<file path="src/rtl/uart_ns_rx_buf_ctrl.sv">
// UART receive buffer controller: FWFT byte FIFO behind a UART receiver, with sticky
// overrun/frame-error flags, a bit-time character timeout and a registered interrupt.
module uart_ns_rx_buf_ctrl #(
    parameter int DEPTH      = 8,
    parameter int BAUD_DIV_W = 16,
    parameter int TO_BITS    = 40
) (
    input  logic                    clk,
    input  logic                    rst_n,
    input  logic [BAUD_DIV_W-1:0]   baud_div_i,
    input  logic                    rx_en_i,
    input  logic [7:0]              rx_data_i,
    input  logic                    rx_valid_i,
    input  logic                    rx_frame_err_i,
    input  logic                    pop_i,
    input  logic                    fifo_clr_i,
    input  logic                    sts_clr_i,
    input  logic [$clog2(DEPTH):0]  thresh_i,
    output logic [7:0]              rd_data_o,
    output logic                    rd_valid_o,
    output logic [$clog2(DEPTH):0]  count_o,
    output logic                    overrun_o,
    output logic                    frame_err_o,
    output logic                    timeout_o,
    output logic                    irq_o
);
    // Timeout FSM
    //   state      | meaning
    //   TO_IDLE    | FIFO empty, no timeout pending
    //   TO_COUNT   | FIFO holds data, counting idle bit-times
    //   TO_EXPIRED | TO_BITS idle bit-times elapsed, timeout_o asserted

    localparam int AW = $clog2(DEPTH);
    localparam int CW = AW + 1;
    localparam int TW = $clog2(TO_BITS + 1);

    typedef enum logic [1:0] {
        TO_IDLE,
        TO_COUNT,
        TO_EXPIRED
    } to_state_e;

    logic [7:0]            mem_q [DEPTH];
    logic [AW-1:0]         wr_ptr_q, wr_ptr_d;
    logic [AW-1:0]         rd_ptr_q, rd_ptr_d;
    logic [CW-1:0]         count_q, count_d;
    logic                  overrun_q, overrun_d;
    logic                  frame_err_q, frame_err_d;
    logic [BAUD_DIV_W-1:0] presc_q, presc_d;
    logic [TW-1:0]         bit_cnt_q, bit_cnt_d;
    to_state_e             to_state_q, to_state_d;
    logic                  irq_q, irq_d;

    logic                  empty;
    logic                  full;
    logic                  rx_evt;
    logic                  push_en;
    logic                  pop_en;
    logic                  overrun_evt;
    logic [BAUD_DIV_W-1:0] div_eff;
    logic                  tick;

    // FIFO datapath; a flush overrides any same-cycle push or pop
    always_comb begin
        empty       = (count_q == '0);
        full        = (count_q == CW'(DEPTH));
        rx_evt      = rx_valid_i & rx_en_i;
        pop_en      = pop_i & ~empty & ~fifo_clr_i;
        push_en     = rx_evt & (~full | pop_i) & ~fifo_clr_i;
        overrun_evt = rx_evt & full & ~pop_i & ~fifo_clr_i;

        wr_ptr_d = wr_ptr_q;
        rd_ptr_d = rd_ptr_q;
        count_d  = count_q;
        if (fifo_clr_i) begin
            wr_ptr_d = '0;
            rd_ptr_d = '0;
            count_d  = '0;
        end else begin
            if (push_en) begin
                wr_ptr_d = wr_ptr_q + AW'(1);
            end
            if (pop_en) begin
                rd_ptr_d = rd_ptr_q + AW'(1);
            end
            if (push_en && !pop_en) begin
                count_d = count_q + CW'(1);
            end else if (pop_en && !push_en) begin
                count_d = count_q - CW'(1);
            end
        end
    end

    // Sticky flags: a new event in the clear cycle keeps the flag set
    always_comb begin
        overrun_d   = overrun_q;
        frame_err_d = frame_err_q;
        if (sts_clr_i) begin
            overrun_d   = 1'b0;
            frame_err_d = 1'b0;
        end
        if (overrun_evt) begin
            overrun_d = 1'b1;
        end
        if (rx_frame_err_i && rx_en_i) begin
            frame_err_d = 1'b1;
        end
    end

    // Bit-time prescaler, realigned to every FIFO access
    always_comb begin
        div_eff = (baud_div_i == '0) ? BAUD_DIV_W'(1) : baud_div_i;
        tick    = (presc_q >= (div_eff - BAUD_DIV_W'(1)));
        if (push_en || pop_en || fifo_clr_i || tick) begin
            presc_d = '0;
        end else begin
            presc_d = presc_q + BAUD_DIV_W'(1);
        end
    end

    always_comb begin
        to_state_d = to_state_q;
        bit_cnt_d  = bit_cnt_q;
        if (fifo_clr_i || (count_d == '0)) begin
            to_state_d = TO_IDLE;
            bit_cnt_d  = '0;
        end else if (push_en || pop_en) begin
            to_state_d = TO_COUNT;
            bit_cnt_d  = '0;
        end else begin
            case (to_state_q)
                TO_IDLE: begin
                    to_state_d = TO_COUNT;
                    bit_cnt_d  = '0;
                end
                TO_COUNT: begin
                    if (tick) begin
                        if (bit_cnt_q >= TW'(TO_BITS - 1)) begin
                            to_state_d = TO_EXPIRED;
                        end else begin
                            bit_cnt_d = bit_cnt_q + TW'(1);
                        end
                    end
                end
                TO_EXPIRED: begin
                    to_state_d = TO_EXPIRED;
                end
                default: begin
                    to_state_d = TO_IDLE;
                    bit_cnt_d  = '0;
                end
            endcase
        end
    end

    // Interrupt built from next-state values so it lines up with the flags it reflects
    always_comb begin
        irq_d = ((thresh_i != '0) && (count_d >= thresh_i))
              | (to_state_d == TO_EXPIRED)
              | overrun_d
              | frame_err_d;
    end

    always_ff @(posedge clk) begin
        if (!rst_n) begin
            wr_ptr_q    <= '0;
            rd_ptr_q    <= '0;
            count_q     <= '0;
            overrun_q   <= 1'b0;
            frame_err_q <= 1'b0;
            presc_q     <= '0;
            bit_cnt_q   <= '0;
            to_state_q  <= TO_IDLE;
            irq_q       <= 1'b0;
        end else begin
            wr_ptr_q    <= wr_ptr_d;
            rd_ptr_q    <= rd_ptr_d;
            count_q     <= count_d;
            overrun_q   <= overrun_d;
            frame_err_q <= frame_err_d;
            presc_q     <= presc_d;
            bit_cnt_q   <= bit_cnt_d;
            to_state_q  <= to_state_d;
            irq_q       <= irq_d;
        end
    end

    // Storage needs no reset: an empty FIFO never exposes its contents
    always_ff @(posedge clk) begin
        if (rst_n && push_en) begin
            mem_q[wr_ptr_q] <= rx_data_i;
        end
    end

    assign rd_data_o   = mem_q[rd_ptr_q];
    assign rd_valid_o  = ~empty;
    assign count_o     = count_q;
    assign overrun_o   = overrun_q;
    assign frame_err_o = frame_err_q;
    assign timeout_o   = (to_state_q == TO_EXPIRED);
    assign irq_o       = irq_q;

endmodule

</file>
<file path="config.mk">
export PLATFORM = sky130hd
export DESIGN_NAME = uart_ns_rx_buf_ctrl
export DESIGN_NICKNAME = d
export VERILOG_FILES = /design/src/rtl/uart_ns_rx_buf_ctrl.sv
export SDC_FILE = /design/constraint.sdc
export NUM_CORES = 1
export LEC_CHECK = 0
export BUFFER_PORTS_ARGS = -buffer_cell sky130_fd_sc_hd__buf_2
export CAP_MARGIN = 20
export CORE_MARGIN = 2
export CORE_UTILIZATION = 50
export CTS_CLUSTER_DIAMETER = 60
export CTS_CLUSTER_SIZE = 14
export DETAILED_ROUTE_END_ITERATION = 12
export GPL_TIMING_DRIVEN = 0
export PLACE_DENSITY = 0.69
export REMOVE_ABC_BUFFERS = 1
export SLEW_MARGIN = 25
export SYNTH_ARGS = -nofsm -noshare
export SYNTH_HDL_FRONTEND = slang
export SYNTH_SLANG_ARGS = --single-unit
</file>
<file path="constraint.sdc">
create_clock -name clk -period 4.5 [get_ports clk]
set_input_delay 0.45 -clock clk [delete_from_list [all_inputs] [get_ports clk]]
set_output_delay 0.45 -clock clk [all_outputs]
set_load 0.02 [all_outputs]
</file>
# Word-level counts from Yosys, hierarchy flattened
# Memories as Yosys holds them, arrays and structs flattened. A register that Yosys moved wholly into a read port is not among the register bits.
# Index checks and enable logic that the tools add are counted.
# totals
ff_bits	37
ramBits	64
in_bits	36
output_inout_bits	17
elab_cells	84
n_memories	1
# op_classes
addsub	7
order_cmp	3
n_eq_ne	6
muxes	20
n_bitwise	18
n_reduce_logical	20
# memory_table
name	depth	word_bits	read_ports	rd_ports_with_merged_regs	write_ports	line	source
mem_q	8	8	1	1	1	43	logic [7:0] mem_q [DEPTH];
# ops
cell	n
adder 16 x 1 -> 16 bit (second input constant)	1
>= comparator 16 bit	1
logical NOT 16 bit	1
two-way mux 16 bit	1
subtractor 16 x 1 -> 16 bit (second input constant)	1
two-way mux 4 bit	3
two-way mux 6 bit	2
case mux 6 bit (2 select lines)	1
bitwise AND 1 bit	8
logical NOT 4 bit	2
two-way mux 2 bit	4
adder 3 x 1 -> 3 bit (second input constant)	2
adder 6 x 1 -> 6 bit (second input constant)	1
>= comparator 6 bit (second input constant)	1
two-way mux 1 bit	6
two-way mux 3 bit	2
NOT 1 bit	6
case mux 2 bit (3 select lines)	1
logical AND 1 bit	5
adder 4 x 1 -> 4 bit (second input constant)	1
equality test 2 bit (second input constant)	2
equality test 4 bit (second input constant)	1
>= comparator 4 bit	1
logical OR 1 bit	4
10 further kinds	16

# Logic depth before layout (Yosys ltp)
# Gate-level depths: netlist (run 1).
# depth
depth_word	17
ltp_mapped	16
ltp_nobuf	16

# Worst setup path after synthesis (run 1)
# No wires, ideal clock.
# synth_timing
kind	input to register
from	input port baud_div_i[7]
to	register presc_q[10]
setup_time_ps	117
arrival_ps	3677
required_ps	4383
path_slack_ps	705
stages	16
n_path_buf	1
cell_sequence	or4_4 > nor4_4 > nor4b_4 > a31oi_1 > ha_1 > and2_1 > nand2_1 > nor3_1 > xnor2_1 > ha_1 > nand4_1 > or3_1 > a21o_1 > nand3_1 > buf_2 > nor2_1
# synth_between
elab_chain_cells	6
# synth_lines
element	line	source
from (decl)	10	input logic [BAUD_DIV_W-1:0] baud_div_i,
logical NOT 16 bit	112	div_eff = (baud_div_i == '0) ? BAUD_DIV_W'(1) : baud_div_i;
two-way mux 16 bit *	112	
subtractor 16 x 1 -> 16 bit *	113	tick = (presc_q >= (div_eff - BAUD_DIV_W'(1)));
>= comparator 16 bit *	113	
logical OR 1 bit *	114	if (push_en || pop_en || fifo_clr_i || tick) begin
OR reduction 2 bit (no line) *	n/a	
to (signal assigned)	181	presc_q <= presc_d;
to (decl)	49	logic [BAUD_DIV_W-1:0] presc_q, presc_d;
# Mark *: on every way between the ends. The rest lies on a longest branch, timed or not.
# A chain may end at the register's enable or synchronous reset.

# Final worst setup path (run 1)
# layout_timing
from	input port baud_div_i[7]
to	register presc_q[3]
# The elaborated chain is that of the path after synthesis.

==> flow_metrics.env, run 1 <==
export IMPL_leakage_nw=2.09
export IMPL_clk_pin_slew_ns=0.11
export IMPL_synth_cell_types=59
export IMPL_drt_antenna_violating_nets=0
export IMPL_setup_viol=0
export IMPL_fin_crit_ns=4.15
export IMPL_antenna_found_initial=0
export IMPL_drt_pass1_iterations=5
export IMPL_drc=0
export IMPL_whs_ns=0.344
export IMPL_synth_main_ff_cell="edfxtp_1"
export IMPL_final_area_um2=5890
export IMPL_cp_start_kind="primary input"
export IMPL_fin_setup_tns_ns=0
export IMPL_h_tree_depth=3
export IMPL_io_buffers=52
export IMPL_routed_wl_mm=10.6
export IMPL_synth_seq_area_share=0.517
export IMPL_hold_viol_final=0
export IMPL_status="finished, final reports clean"
export IMPL_crit_fanout=16
export IMPL_crit_arrival_ns=4.45
export IMPL_gp_congestion=0.891
export IMPL_relSlewSlack=0.334
export IMPL_gr_usage_all_layers=0.194
export IMPL_fmax_mhz=241
export IMPL_min_path_type="primary input to flip-flop"
export IMPL_cts_made_buffers=9
export IMPL_yosys_register_bits=104
export IMPL_dieArea_um2=11400
export IMPL_cts_setup_buffers=0
export IMPL_nNetsFinal=567
export IMPL_layout_drive_gt1_share=0.217
export IMPL_preCtsSetupSlack_ns=-0.229
export IMPL_fp_row_count=37
export IMPL_vias=3714
export IMPL_max_cap_violations=0
export IMPL_antennaDiodeCount=0
export IMPL_critPathCaptureType="flip-flop"
export IMPL_cts_sinks=104
export IMPL_synth_area_per_cell_um2=11.7
export IMPL_cp_required_ns=4.80
export IMPL_power_density_nw_per_um2=287
export IMPL_synth_edf_count=64
export IMPL_timing_final_crit_share=0.923
export IMPL_syn_inst=451
export IMPL_final_max_slew_violation_count=0
export IMPL_root_buffer="clkbuf_8"
export IMPL_die_w_um=107
export IMPL_fin_skew_ns=0.0134
export IMPL_nFillCells=905
export IMPL_rsz0062_at_grt="false"
export IMPL_start_util=0.512
export IMPL_wl_per_cell_um=16.5
export IMPL_worstSetupPathType="primary input to flip-flop"
export IMPL_async_reset_ff_frac=0
export IMPL_yosys_warnings=0
export IMPL_core_area_um2=10300
export IMPL_clk_path_buf_depth=2
export IMPL_drt_initial_drc_count=233
export IMPL_grt_pass1_wl_mm=17.3
export IMPL_pin_count=53
export IMPL_tightest_slew_ns=0.997
export IMPL_grt_max_degree=20
export IMPL_cts_tree="built"
export IMPL_placed_area_um2=5700
export IMPL_area_delta_synth_final_pct=11.8
export IMPL_grt_pass1_vias=3608
export IMPL_timing_final_ws_setup_ns=0.346
export IMPL_viasPerCell=5.77
export IMPL_vdd_drop_max_mv=0.156
export IMPL_fp_dieH_um=107
export IMPL_synth_area_um2=5270
export IMPL_dp_hpwl_mm=7.67
export IMPL_overflow=0
export IMPL_clkLatencyLatePin_ns=0.37
-- flip-flops by register name, summed over array words and instances (netlist names), 2 cells and up, named ones only --
register / cells
mem_q: 64
to_state_q: 2
wr_ptr_q: 3
rd_ptr_q: 3
bit_cnt_q: 6
count_o: 4
presc_q: 16
-- stage by stage --
stage,power (mW),util,cells
detailed placement,1.15,0.554,628
global route,1.75,0.573,644
floorplan,1.10,-,437
global placement,1.15,0.549,625
CTS,1.70,0.572,644
finish,1.69,0.573,644
-- final timing paths --
| path | end | slack [ns] | startpoint | cells after the start |
|---|---|---|---|---|
| setup / recovery | presc_q[3]$_SDFF_PP0_ | 0.35 | baud_div_i[7] | 16 |
| hold / removal | mem_q[4][7]$_DFFE_PP_ | 0.34 | rx_data_i[7] | 1 |
| setup reg to reg | mem_q[7][2]$_DFFE_PP_ | 1.48 | count_o[0]$_SDFF_PN0_ | 7 |
| hold reg to reg | to_state_q[0]$_SDFF_PN0_ | 0.49 | to_state_q[1]$_SDFF_PN0_ | 1 |
-- synth_stat cells, types with 2 or more instances --
| cell | count | area share |
|---|---|---|
| nand2_1 | 35 | 0.025 |
| nor2b_1 | 4 | 0.0048 |
| nand2b_1 | 7 | 0.0083 |
| and2_1 | 9 | 0.011 |
| a211oi_1 | 4 | 0.0057 |
| o211ai_1 | 4 | 0.0057 |
| mux2_2 | 8 | 0.017 |
| a31oi_1 | 6 | 0.0071 |
| buf_2 | 4 | 0.0038 |
| and3_1 | 10 | 0.012 |
| or3_1 | 3 | 0.0036 |
| o2111ai_1 | 3 | 0.0050 |
| a21oi_1 | 15 | 0.014 |
| nor4_1 | 4 | 0.0048 |
| a211o_1 | 5 | 0.0083 |
| nand3_1 | 15 | 0.014 |
| o41a_1 | 2 | 0.0043 |
| a41oi_1 | 2 | 0.0033 |
| o22ai_1 | 2 | 0.0024 |
| nor3_1 | 20 | 0.019 |
| xor2_1 | 12 | 0.020 |
| clkbuf_1 | 8 | 0.0057 |
| or2_1 | 2 | 0.0024 |
| nor2_1 | 37 | 0.026 |
| a21boi_0 | 2 | 0.0029 |
| o41ai_1 | 2 | 0.0033 |
| mux4_2 | 16 | 0.068 |
| ha_1 | 28 | 0.067 |
| edfxtp_1 | 64 | 0.37 |
| a21o_1 | 3 | 0.0043 |
| buf_1 | 2 | 0.0014 |
| a22oi_1 | 2 | 0.0029 |
| nand4_1 | 8 | 0.0095 |
| o21ai_0 | 8 | 0.0076 |
| inv_1 | 17 | 0.012 |
| dfxtp_1 | 40 | 0.15 |
| xnor2_1 | 16 | 0.027 |
-- cells by family (layout without fill, tap and decap cells) --
logic type / Yosys count / in the layout / share of synthesized area
simple gates: 164 / 164 / 0.163
xor+xnor: 28 / 28 / 0.0466
flops: 104 / 104 / 0.517
mux: 25 / 25 / 0.0875
fa+ha+maj: 28 / 28 / 0.0665
buf+inv: 32 / 89 / 0.0238
compound gates: 70 / 70 / 0.0953
-- layer usage --
layer	GRT usage	up-vias	part of all wire
met5	0	-	0
met4	0.0538	0	0.013
met3	0.0359	15	0.033
met2	0.334	83	0.50
met1	0.252	1804	0.45
li1	-	1812	-
-- layout by cell type (no fill, tap or decap), types with 5 or more instances in the layout --
master	instances
a31oi_1	6
a21oi_1	15
and2_1	9
edfxtp_1	64
nor3_2	6
nor3_1	14
ha_1	28
and3_1	10
a211o_1	5
mux2_2	8
nand3_1	14
nand2_1	35
xor2_1	12
clkbuf_8	9
nor2_1	37
dfxtp_1	39
o21ai_0	8
inv_1	17
xnor2_1	16
buf_2	52
nand4_1	8
mux4_2	16
nand2b_1	7
-- cell type report --
class | count | area (µm²) | area share
multi-input combinational | 315 | 2460 | 0.417
inverter | 18 | 67.6 | 0.0115
clock buffer | 10 | 128 | 0.0217
clock inverter | 6 | 57.6 | 0.00978
sequential | 104 | 2720 | 0.463
timing repair buffer | 55 | 283 | 0.0480
tap | 136 | 170 | 0.0289
-- where the power goes --
| group | internal [mW] | leakage, nW | total [mW] | switching [mW] |
|---|---|---|---|---|
| combinational | 0.0451 | 1.10 | 0.114 | 0.0694 |
| clock | 0.217 | 0.0957 | 0.559 | 0.342 |
| sequential | 1.01 | 0.899 | 1.02 | 0.00483 |
| total | 1.28 | 2.09 | 1.69 | 0.416 |
-- worst max-delay path: stages --
cell and delay [ns]:
buf_2 0.13, or4_4 0.58, nor4_4 0.20, nor4b_4 0.37, a31oi_1 0.17, ha_1 0.22
and2_1 0.18, nand2_1 0.13, nor3_1 0.08, xnor2_1 0.14, ha_1 0.21, a211oi_1 0.23
o21ai_0 0.19, a221oi_2 0.53, nand3_2 0.40, nor2_1 0.22
-- what timing repair did --
item	CTS	global route
endpoints found under the setup margin	0	16
hold buffers	0	0
gates resized for setup	0	1
(Power assumes the default switching activity.)
==> run 2, diff against run 1 <==
- SKIP_LAST_GASP: not set -> 1
- clock period: 4.5 -> 5.35 ns (I/O delays scaled with it)
==> flow_metrics.env, run 2 (synthesis gave the netlist of run 1 again) <==
export IMPL_fp_dieH_um=107
export IMPL_final_area_um2=5880
export IMPL_wl_per_cell_um=16.5
export IMPL_gr_usage_all_layers=0.194
export IMPL_fin_total_pwr_mw=1.42
export IMPL_path_delay_family="simple AND/OR/NAND/NOR gates"
export IMPL_timing_final_crit_share=0.836
export IMPL_max_cap_violations=0
export IMPL_crit_fanout=16
export IMPL_dp_hpwl_mm=7.67
export IMPL_crit_arrival_ns=4.76
export IMPL_final_cell_mix="edfxtp_1 (64), buf_2 (52), dfxtp_1 (39), nor2_1 (37), nand2_1 (35)"
export IMPL_start_util=0.512
export IMPL_placed_area_um2=5700
export IMPL_final_max_slew_violation_count=0
export IMPL_routed_wl_mm=10.6
export IMPL_hold_viol_final=0
export IMPL_cts_sinks=104
export IMPL_drt_pass1_iterations=5
export IMPL_grt_max_degree=20
export IMPL_io_buffers=52
export IMPL_grt_pass1_vias=3608
export IMPL_vias=3710
export IMPL_cts_made_buffers=9
export IMPL_dieArea_um2=11400
export IMPL_relSlewSlack=0.347
export IMPL_fin_crit_ns=4.47
export IMPL_cts_setup_buffers=0
export IMPL_h_tree_depth=3
export IMPL_power_density_nw_per_um2=242
export IMPL_post_cts_resized=0
export IMPL_pin_count=53
export IMPL_leakage_nw=2.09
export IMPL_post_route_util=0.572
export IMPL_regArea_um2=2720
export IMPL_nFillCells=906
export IMPL_drt_antenna_violating_nets=0
export IMPL_layout_drive_gt1_share=0.215
export IMPL_cts_hold_buffers=0
export IMPL_status="finished, final reports clean"
export IMPL_cp_buffers_inverters=1
export IMPL_cts_tree="built"
export IMPL_overflow=0
export IMPL_fin_skew_ns=0.0134
export IMPL_slowest_stage="nand3_1"
export IMPL_clk_path_buf_depth=2
export IMPL_area_delta_synth_final_pct=11.7
export IMPL_antenna_found_initial=0
export IMPL_path_cells="buf_2, or4_4, nor4_4, nor4b_4, a31oi_1, ha_1, and2_1, nand2_1, nor3_1, xnor2_1, ha_1, a211oi_1, o21ai_0, a221oi_2, nand3_1, nor2_1"
export IMPL_fmax_mhz=224
export IMPL_nNetsFinal=567
export IMPL_viasPerCell=5.76
export IMPL_rsz0062_at_grt="false"
export IMPL_gp_congestion=0.891
export IMPL_crit_path_frequent_cell="ha_1"
export IMPL_tightest_slew_ns=0.978
export IMPL_preCtsSetupSlack_ns=0.536
export IMPL_top_regs="mem_q x64, presc_q x16, bit_cnt_q x6"
export IMPL_slowest_delay_ns=0.60
export IMPL_grt_pass1_wl_mm=17.3
export IMPL_die_w_um=107
export IMPL_worstSetupPathType="primary input to flip-flop"
export IMPL_cp_required_ns=5.64
export IMPL_setup_viol=0
export IMPL_root_buffer="clkbuf_8"
export IMPL_cp_start_kind="primary input"
export IMPL_vdd_drop_max_mv=0.131
export IMPL_drt_initial_drc_count=231
export IMPL_clkLatencyLatePin_ns=0.37
export IMPL_timing_final_ws_setup_ns=0.879
export IMPL_fp_row_count=37
export IMPL_regMostFlops="mem_q"
export IMPL_fin_setup_tns_ns=0
export IMPL_final_common_cell="edfxtp_1"
export IMPL_clk_pin_slew_ns=0.11
export IMPL_antennaDiodeCount=0
export IMPL_drc=0
export IMPL_core_area_um2=10300
export IMPL_min_path_type="primary input to flip-flop"
export IMPL_critPathCaptureType="flip-flop"
export IMPL_largest_register_ffs=64
export IMPL_multi_input_area_um2=2450
run 2: cell counts in the layout (fill, tap and decap cells not counted):
Identical to the previous run, type by type.
run 2: per-layer routing:
layer,routed length (µm),GRT usage,share of wire,vias to the layer above
li1,-,-,-,1810
met1,4800,0.252,0.45,1796
met2,5320,0.334,0.50,89
met3,386,0.0359,0.036,15
met4,132,0.0538,0.012,0
met5,0,0,0,-
run 2: stage by stage:
step,instances,hold WS [ns]
final,644,0.430
after global routing,644,0.431
after CTS,644,0.423
after detailed placement,628,0.468
after global placement,625,0.457
after floorplan,437,0.436
run 2: report_power, final:
group	switching [mW]	internal [mW]
logic	0.0583	0.0379
clock network	0.289	0.182
registers	0.00406	0.852
total	0.352	1.07
run 2: final timing paths:
path,start,endpoint,slack (ns),depth (start not counted)
setup / recovery,baud_div_i[7],presc_q[3]$_SDFF_PP0_,0.88,16
hold / removal,rx_data_i[7],mem_q[4][7]$_DFFE_PP_,0.43,1
setup reg to reg,count_o[0]$_SDFF_PN0_,mem_q[7][2]$_DFFE_PP_,2.34,7
hold reg to reg,to_state_q[1]$_SDFF_PN0_,to_state_q[0]$_SDFF_PN0_,0.49,1
run 2: area by class of cell:
class | instances | area share
clock buffer | 10 | 0.0217
clock inverter | 6 | 0.00979
inverter | 18 | 0.0115
multi-input combinational | 315 | 0.417
sequential | 104 | 0.463
tap | 136 | 0.0289
timing repair buffer | 55 | 0.0481
